$ cat config.mk
export PLATFORM = sky130hd
export DESIGN_NAME = byte_reg_write_seq
export DESIGN_NICKNAME = d
export VERILOG_FILES = /design/src/rtl/byte_reg_write_seq.sv
export SDC_FILE = /design/constraint.sdc
export NUM_CORES = 1
export LEC_CHECK = 0
export CAP_MARGIN = 20
export CORE_ASPECT_RATIO = 0.9
export CORE_MARGIN = 2
export CORE_UTILIZATION = 39
export DETAILED_ROUTE_END_ITERATION = 10
export PLACE_DENSITY = 0.78
export SLEW_MARGIN = 5
export SYNTH_ARGS = -nofsm -noshare
export SYNTH_HDL_FRONTEND = slang
export SYNTH_SLANG_ARGS = --single-unit
$ cat constraint.sdc
create_clock -name clk -period 1.5 [get_ports clk]
set_clock_uncertainty 0.15 [all_clocks]
set_input_delay 0.45 -clock clk [delete_from_list [all_inputs] [get_ports clk]]
set_output_delay 0.45 -clock clk [all_outputs]
set_load 0.02 [all_outputs]
$ cat src/rtl/byte_reg_write_seq.sv
// Two-requester masked word-write arbiter and byte serialiser for a byte-writable register bank.
// Define BYTE_SEQ_FIXED_PRIORITY_EN to make requester 0 win all contention instead of round-robin.
module byte_reg_write_seq #(
    parameter int NUM_REGS   = 8,
    parameter int ADDR_WIDTH = 3
) (
    input  logic                  clk,
    input  logic                  rst,
    input  logic                  req0_valid,
    output logic                  req0_ready,
    input  logic [ADDR_WIDTH-1:0] req0_addr,
    input  logic [31:0]           req0_data,
    input  logic [3:0]            req0_be,
    input  logic                  req1_valid,
    output logic                  req1_ready,
    input  logic [ADDR_WIDTH-1:0] req1_addr,
    input  logic [31:0]           req1_data,
    input  logic [3:0]            req1_be,
    output logic [NUM_REGS-1:0]   reg_we,
    output logic [1:0]            byte_sel,
    output logic [7:0]            byte_in,
    output logic                  busy,
    output logic                  done,
    output logic                  done_id,
    output logic                  done_err
);

    localparam logic [1:0] IDLE  = 2'd0;
    localparam logic [1:0] WRITE = 2'd1;
    localparam logic [1:0] DONE  = 2'd2;

    logic [1:0]            state;
    logic                  last_grant;
    logic                  owner_q;
    logic                  err_q;
    logic [ADDR_WIDTH-1:0] addr_q;
    logic [31:0]           data_q;
    logic [3:0]            mask_q;

    logic       win;
    logic       accept;
    logic [1:0] idx;
    logic [3:0] mask_nxt;
    logic       addr_ok;

    always_comb begin
        win = 1'b0;
`ifdef BYTE_SEQ_FIXED_PRIORITY_EN
        win = !req0_valid;
`else
        if (req0_valid && req1_valid)
            win = !last_grant;
        else
            win = req1_valid;
`endif
    end

    assign req0_ready = (state == IDLE) && !rst && req0_valid && !win;
    assign req1_ready = (state == IDLE) && !rst && req1_valid && win;
    assign accept     = req0_ready || req1_ready;

    always_comb begin
        casez (mask_q)
            4'b???1: idx = 2'd0;
            4'b??10: idx = 2'd1;
            4'b?100: idx = 2'd2;
            default: idx = 2'd3;
        endcase
    end

    assign mask_nxt = mask_q & ~(4'b0001 << idx);
    assign addr_ok  = ({{(32-ADDR_WIDTH){1'b0}}, addr_q} < 32'(NUM_REGS));

    // Side-effect outputs are gated by rst so an aborted transaction writes nothing more.
    always_comb begin
        reg_we   = '0;
        byte_sel = '0;
        byte_in  = '0;
        done     = 1'b0;
        done_id  = 1'b0;
        done_err = 1'b0;
        busy     = (state != IDLE);
        if (state == WRITE) begin
            byte_sel = idx;
            byte_in  = data_q[{idx, 3'b000} +: 8];
            for (int unsigned i = 0; i < NUM_REGS; i++)
                reg_we[i] = !rst && (addr_q == ADDR_WIDTH'(i));
        end else if (state == DONE && !rst) begin
            done     = 1'b1;
            done_id  = owner_q;
            done_err = err_q;
        end
    end

    always_ff @(posedge clk) begin
        if (rst) begin
            state      <= IDLE;
            last_grant <= 1'b1;
            owner_q    <= 1'b0;
            err_q      <= 1'b0;
            addr_q     <= '0;
            data_q     <= '0;
            mask_q     <= '0;
        end else begin
            case (state)
                IDLE: begin
                    if (accept) begin
                        owner_q    <= win;
                        last_grant <= win;
                        err_q      <= 1'b0;
                        addr_q     <= win ? req1_addr : req0_addr;
                        data_q     <= win ? req1_data : req0_data;
                        mask_q     <= win ? req1_be   : req0_be;
                        state      <= ((win ? req1_be : req0_be) != 4'b0000) ? WRITE : DONE;
                    end
                end
                WRITE: begin
                    mask_q <= mask_nxt;
                    if (!addr_ok)
                        err_q <= 1'b1;
                    if (mask_nxt == 4'b0000)
                        state <= DONE;
                end
                DONE:    state <= IDLE;
                default: state <= IDLE;
            endcase
        end
    end

endmodule

==> run_results.csv, run 1 <==
group,metric,value,unit
detailed_routing,avgViaCountPerCell,5.994,
logic_synthesis,synth-edff-count,0,
die,coreArea,0.006516,mm2
cts,cts_sinks,43,
detailed_routing,drt_iter0_markers,295,
critical_path,path_common_cell,"buf_6",
critical_path,critPathMaxFanout,4,
layout,stdcell_area,0.005554,mm2
critical_path,slowest_stage,"dfxtp_4",
power_and_ir_drop,power_density,821.3,mW/mm2
detailed_routing,drc,0,
cts,numCtsBuffers,5,
timing,period_share,1.531,
timing,setup_viol,66,
die,num_rows,28,
timing,setup_ws,-0.7968,ns
cts,clk_path_buf_depth,2,
global_route,grt_pass1_vias,3188,
place,gp_congestion,0.7851,
critical_path,worstSetupPathType,"reg -> out",
logic_synthesis,yosysTopAreaCell,"dfxtp_1",
die,fp.dieH,81.46,um
detailed_routing,antenna_left,0,
timing,hold_violations,0,
critical_path,critPathLaunchType,"flip-flop",
logic_synthesis,yosysWarnings,0,
die,fp.dieArea,0.007337,mm2
timing,clock.fmax,435.4,MHz
detailed_routing,vias,3231,
cts,cts_htree_levels,2,
timing,post-route-min-period,2.297,ns
detailed_routing,wl_per_cell,26.89,um
logic_synthesis,ys.flop_type,"dfxtp_1",
detailed_routing,postRouteWirelength,14500,um
critical_path,critPathRequiredTime,0.90,ns
critical_path,cpPeakStageDelay,0.40,ns
cts,cts_hold_buf,0,
layout,drive_gt1_frac,0.6036,
logic_synthesis,synth.top_cell.area_share,0.3311,
cts,cts_root_buffer,"clkbuf_8",
cts,clk_latency,0.31,ns
logic_synthesis,syn_nets,362,
die,start_util,0.3990,
logic_synthesis,ys_top_cells_by_area,"dfxtp_1 (33%), mux2i_1 (20%), a211oi_2 (15%)",
place,hpwlAfterDp,5400,um
worst_hold_path,hp-class,"in -> reg",
critical_path,arrival,1.70,ns
detailed_routing,drt-pass1-iter-count,5,
layout,final_nets,530,
layout,final_core_util,0.8523,
power_and_ir_drop,p_leak,2.032,nW
logic_synthesis,synthesis.instances,280,
layout,syn_to_final_growth,113.6,%
global_route,antenna_found_initial,0,
logic_synthesis,avgSynthCellArea,9.286,um2
critical_path,path_cells,"buf_6, mux2i_2, o21ai_1, mux2i_1, nor2_2, buf_6",
logic_synthesis,syn_area,0.002600,mm2
global_route,grt_max_degree,36,
cts,cts.clk_slew.worst_paths,0.10,ns
logic_synthesis,ys_ff_latch,43,
timing,rsz0062_at_grt,"true",
die,io_pins,106,
timing,drv_slew,0,
outcome,status,"complete, but fails checks",
global_route,gr-total-overflow,0,
place,placed_cell_area,0.003981,mm2
place,port_buffers,104,
cts,cts_tree,"built",
logic_synthesis,synth_seq_area_share,0.3311,
flow_run,drv_cap,0,
power_and_ir_drop,peakVddDrop,0.0004790,V
outcome,violations,"negative setup slack",
logic_synthesis,ys_async_sr_fraction,0,
layout,fillers,238,
logic_synthesis,synth.distinct_cells,34,
die,die_width,90.07,um
global_route,grt_pass1_wl,17720,um
global_route,grt_usage,0.3159,
critical_path,endpoint_kind,"primary output",
layout,diodes,0,
-- where the power goes --
group | internal, W | leakage, nW | total [W] | switching, W
combinational | 0.00124 | 1.63 | 0.00232 | 0.00108
sequential | 0.00127 | 0.357 | 0.00145 | 0.000181
clock | 0.000327 | 0.0412 | 0.000786 | 0.000459
total | 0.00284 | 2.03 | 0.00456 | 0.00172
-- synth_stat cells (all sizes together) (2+ instances only) --
| cell | instances |
|---|---|
| a211oi | 37 |
| a21oi | 5 |
| and2 | 2 |
| buf | 16 |
| clkbuf | 10 |
| dfxtp | 43 |
| inv | 2 |
| mux2 | 4 |
| mux2i | 52 |
| nand2 | 15 |
| nand2b | 3 |
| nor2 | 56 |
| nor3 | 7 |
| nor3b | 2 |
| nor4 | 2 |
| o21ai | 11 |
-- cell usage in the layout (no fill, tap or decap), types with 3 or more instances in the layout --
cell	Yosys	layout
buf_8	0	6
nor2_2	0	20
dfxtp_4	0	3
nand2_4	0	3
buf_12	0	16
clkdlybuf4s50_1	0	78
buf_2	3	3
dfxtp_1	43	38
nor3_4	0	4
buf_16	0	8
mux2i_4	0	15
clkbuf_8	0	5
buf_4	6	33
a211oi_2	32	35
nor2_1	56	5
o21ai_0	11	3
mux2i_1	52	32
mux2i_2	0	5
o21ai_2	0	6
nand2_1	15	9
buf_6	7	43
nand2_2	0	3
nor2_4	0	31
a21oi_2	0	4
-- routing by layer --
metal / global-route usage / part of all wire / up-vias
met3: 0.07156 / 0.091 / 89
li1: - / - / 1345
met2: 0.5895 / 0.47 / 254
met1: 0.3554 / 0.37 / 1543
met5: 0 / 0 / -
met4: 0.1292 / 0.063 / 0
-- metrics by stage --
step / cells / hold WS, ns / TNS [ns] / power [W] / setup slack [ns]
global placement: 477 / 0.3369 / -47.42 / 0.002596 / -0.9749
finish: 539 / 0.3281 / -30.04 / 0.004562 / -0.7968
global route: 539 / 0.3270 / -31.56 / 0.004672 / -0.8109
floorplan: 280 / 0.3071 / -4.789 / 0.002163 / -0.3084
detailed placement: 477 / 0.3495 / -49.30 / 0.002635 / -1.013
CTS: 529 / 0.3265 / -17.78 / 0.004072 / -0.6084
-- final timing paths --
check	cells after the start	slack (ns)	endpoint	from
hold reg to reg	2	0.38	data_q[12]	data_q[12]
setup reg to reg	9	-0.52	data_q[6]	state[0]
setup / recovery	6	-0.80	byte_in[1]	mask_q[2]
hold / removal	3	0.33	owner_q	rst
-- sequential cells by signal, summed over array words and instances, names as in the netlist --
signal and count:
last_grant 1, owner_q 1, addr_q 3, mask_q 4
state 2, data_q 32
-- worst max-delay path, delay by kind of cell, from the launching register on --
| kind | cells | cell delay, ns |
|---|---|---|
| compound gates | 1 | 0.10 |
| mux | 2 | 0.53 |
| buf+inv | 2 | 0.28 |
| simple gates | 1 | 0.07 |
| flops | 1 | 0.40 |
-- cells by family (layout without fill, tap and decap cells) --
group | count (synthesis) | in the layout | synth area share
simple gates | 92 | 92 | 0.1540
buf+inv | 28 | 197 | 0.07363
mux | 56 | 56 | 0.2175
compound gates | 60 | 60 | 0.2223
flops | 43 | 43 | 0.3311
other cells | 1 | 1 | 0.001442
-- area by class of cell --
class	count	area (um2)	share of cell area
clock buffer	6	72.57	0.01307
inverter	2	7.507	0.001352
sequential	43	874.6	0.1575
timing repair buffer	187	2158	0.3886
clock inverter	2	12.51	0.002253
tap	90	112.6	0.02027
multi-input combinational	209	2316	0.4170
-- timing repair --
action,4_1_cts,5_1_grt
buffers inserted,33,19
pin swaps,47,48
endpoints found under the hold margin,0,0
endpoints found under the setup margin,66,66
gates cloned,11,0
gates resized for setup,268,84
(Power assumes the default switching activity.)
==> run 2: changes to the inputs <==
Settings changed: CORE_UTILIZATION 39 to 30, PLACE_DENSITY 0.78 to 0.63, RECOVER_POWER set to 50, TNS_END_PERCENT set to 30.
==> run_results.csv, run 2 (synthesis results as in run 1) <==
group,metric,value,unit
die,fp.dieH,92.32,um
power_and_ir_drop,peakVddDrop,0.0007148,V
critical_path,path_cells,"buf_6, mux2i_2, o21ai_1, mux2i_1, nor2_2, buf_6",
detailed_routing,drt_iter0_markers,94,
cts,cts.clk_slew.worst_paths,0.08,ns
timing,hold_violations,0,
layout,largestRegisters,"data_q: 32 flops, mask_q: 4 flops, addr_q: 3 flops",
flow_run,drv_cap,0,
power_and_ir_drop,p_leak,1.618,nW
global_route,grt_usage,0.1507,
place,placed_cell_area,0.003994,mm2
timing,drv_slew,0,
die,die_width,102.1,um
worst_hold_path,hp-class,"reg -> reg",
timing,period_share,1.430,
cts,clk_latency,0.29,ns
outcome,violations,"negative setup slack",
layout,stdcell_area,0.004444,mm2
critical_path,cpPeakStageDelay,0.45,ns
layout,syn_to_final_growth,70.93,%
global_route,grt_max_degree,30,
timing,setup-tns-final,-15.59,ns
die,fp.dieArea,0.009428,mm2
detailed_routing,drt-pass1-iter-count,4,
timing,setup_viol,64,
place,hpwlAfterDp,5426,um
power_and_ir_drop,power_density,859.4,mW/mm2
critical_path,critPathRequiredTime,0.90,ns
die,start_util,0.3063,
global_route,grt_pass1_wl,11090,um
layout,layout_commonest_cell,"clkdlybuf4s50_1",
layout,diodes,0,
critical_path,path_delay_family,"flip-flops",
detailed_routing,vias,2457,
place,gp_congestion,0.7828,
place,dp.cells,508,
critical_path,path_common_cell,"buf_6",
layout,final_cells,530,
layout,layout_common_cells,"clkdlybuf4s50_1 (78), mux2i_1 (46), nor2_1 (38), dfxtp_1 (38), a211oi_2 (33)",
layout,largest_reg_flops,32,
timing,clock.fmax,466.2,MHz
cts,numCtsBuffers,5,
cts,clk_path_buf_depth,2,
detailed_routing,antenna_left,0,
cts,cts_sinks,43,
place,dp_slack,-0.9923,ns
layout,fillers,805,
cts,cts_tree,"built",
global_route,antenna_found_initial,0,
global_route,gr-total-overflow,0,
die,io_pins,106,
detailed_routing,wl_per_cell,13.52,um
critical_path,critPathLaunchType,"flip-flop",
timing,rsz0062_at_grt,"true",
layout,drive_gt1_frac,0.4039,
detailed_routing,avgViaCountPerCell,4.636,
cts,cts_htree_levels,2,
outcome,status,"complete, but fails checks",
detailed_routing,postRouteWirelength,7166,um
critical_path,endpoint_kind,"primary output",
critical_path,slowest_stage,"dfxtp_4",
critical_path,critPathMaxFanout,8,
cts,cts_root_buffer,"clkbuf_8",
place,port_buffers,104,
die,coreArea,0.008488,mm2
die,num_rows,32,
detailed_routing,drc,0,
layout,final_nets,492,
global_route,grt_pass1_vias,2331,
critical_path,cp.buffers_inverters,2,
critical_path,worstSetupPathType,"reg -> out",
timing,post-route-min-period,2.145,ns
layout,top_register,"data_q",
critical_path,arrival,1.54,ns
timing,setup_ws,-0.6448,ns
[run 2: changes by cell type in the layout (fill, tap and decap cells not counted), sizes merged]
cell and delta:
clkbuf +1, clkdlybuf4s15 +1, bufinv +2, clkinv -1
clkinvlp -1, buf -40
[run 2: layer usage]
metal | wire, um | up-vias | GRT usage
met5 | 0 | - | 0
met4 | 70 | 0 | 0.03778
met1 | 3261 | 1123 | 0.1992
met2 | 3403 | 70 | 0.2478
met3 | 431 | 6 | 0.03472
li1 | - | 1258 | -
[run 2: worst min-delay path: stages (launching register included)]
cell and delay [ns]:
dfxtp_1 0.32, nor2_1 0.10, a211oi_1 0.05
[run 2: worst paths after layout]
| path | start | to | slack [ns] | cells past startpoint |
|---|---|---|---|---|
| worst min-delay path | data_q[12] | data_q[12] | 0.36 | 2 |
| worst max-delay path | mask_q[2] | byte_in[1] | -0.64 | 6 |
| worst min register to register | data_q[12] | data_q[12] | 0.36 | 2 |
| worst max register to register | state[1] | data_q[7] | -0.20 | 7 |
[run 2: per-stage QoR]
step,hold WS (ns),utilization,total power (W)
after global routing,0.3949,0.5236,0.004030
after global placement,0.3434,0.4705,0.002592
after detailed placement,0.3353,0.4705,0.002615
after floorplan,0.3071,-,0.002150
after CTS,0.3479,0.5096,0.003798
final,0.3565,0.5236,0.003819
[run 2: power breakdown]
part           switching, W  internal [W]  leakage (nW)
sequential         0.000101       0.00127         0.358
combinational      0.000637      0.000742          1.19
clock              0.000405      0.000666        0.0654
[run 2: layout make-up]
cell class                 count  area [um2]  area share
clock inverter                 2       60.06     0.01351
inverter                       2       10.01    0.002252
sequential                    43       879.6      0.1979
multi-input combinational    209        1794      0.4037
timing repair buffer         149        1479      0.3328
clock buffer                   6       72.57     0.01633
tap                          119       148.9     0.03350
[run 2: what timing repair did]
item                       in CTS  in global routing
pin swaps                      22                 16
setup endpoints to repair      66                 66
gates cloned                    0                  0
setup buffers                  11                  4
gates resized for setup       171                 30
hold buffers                    0                  0
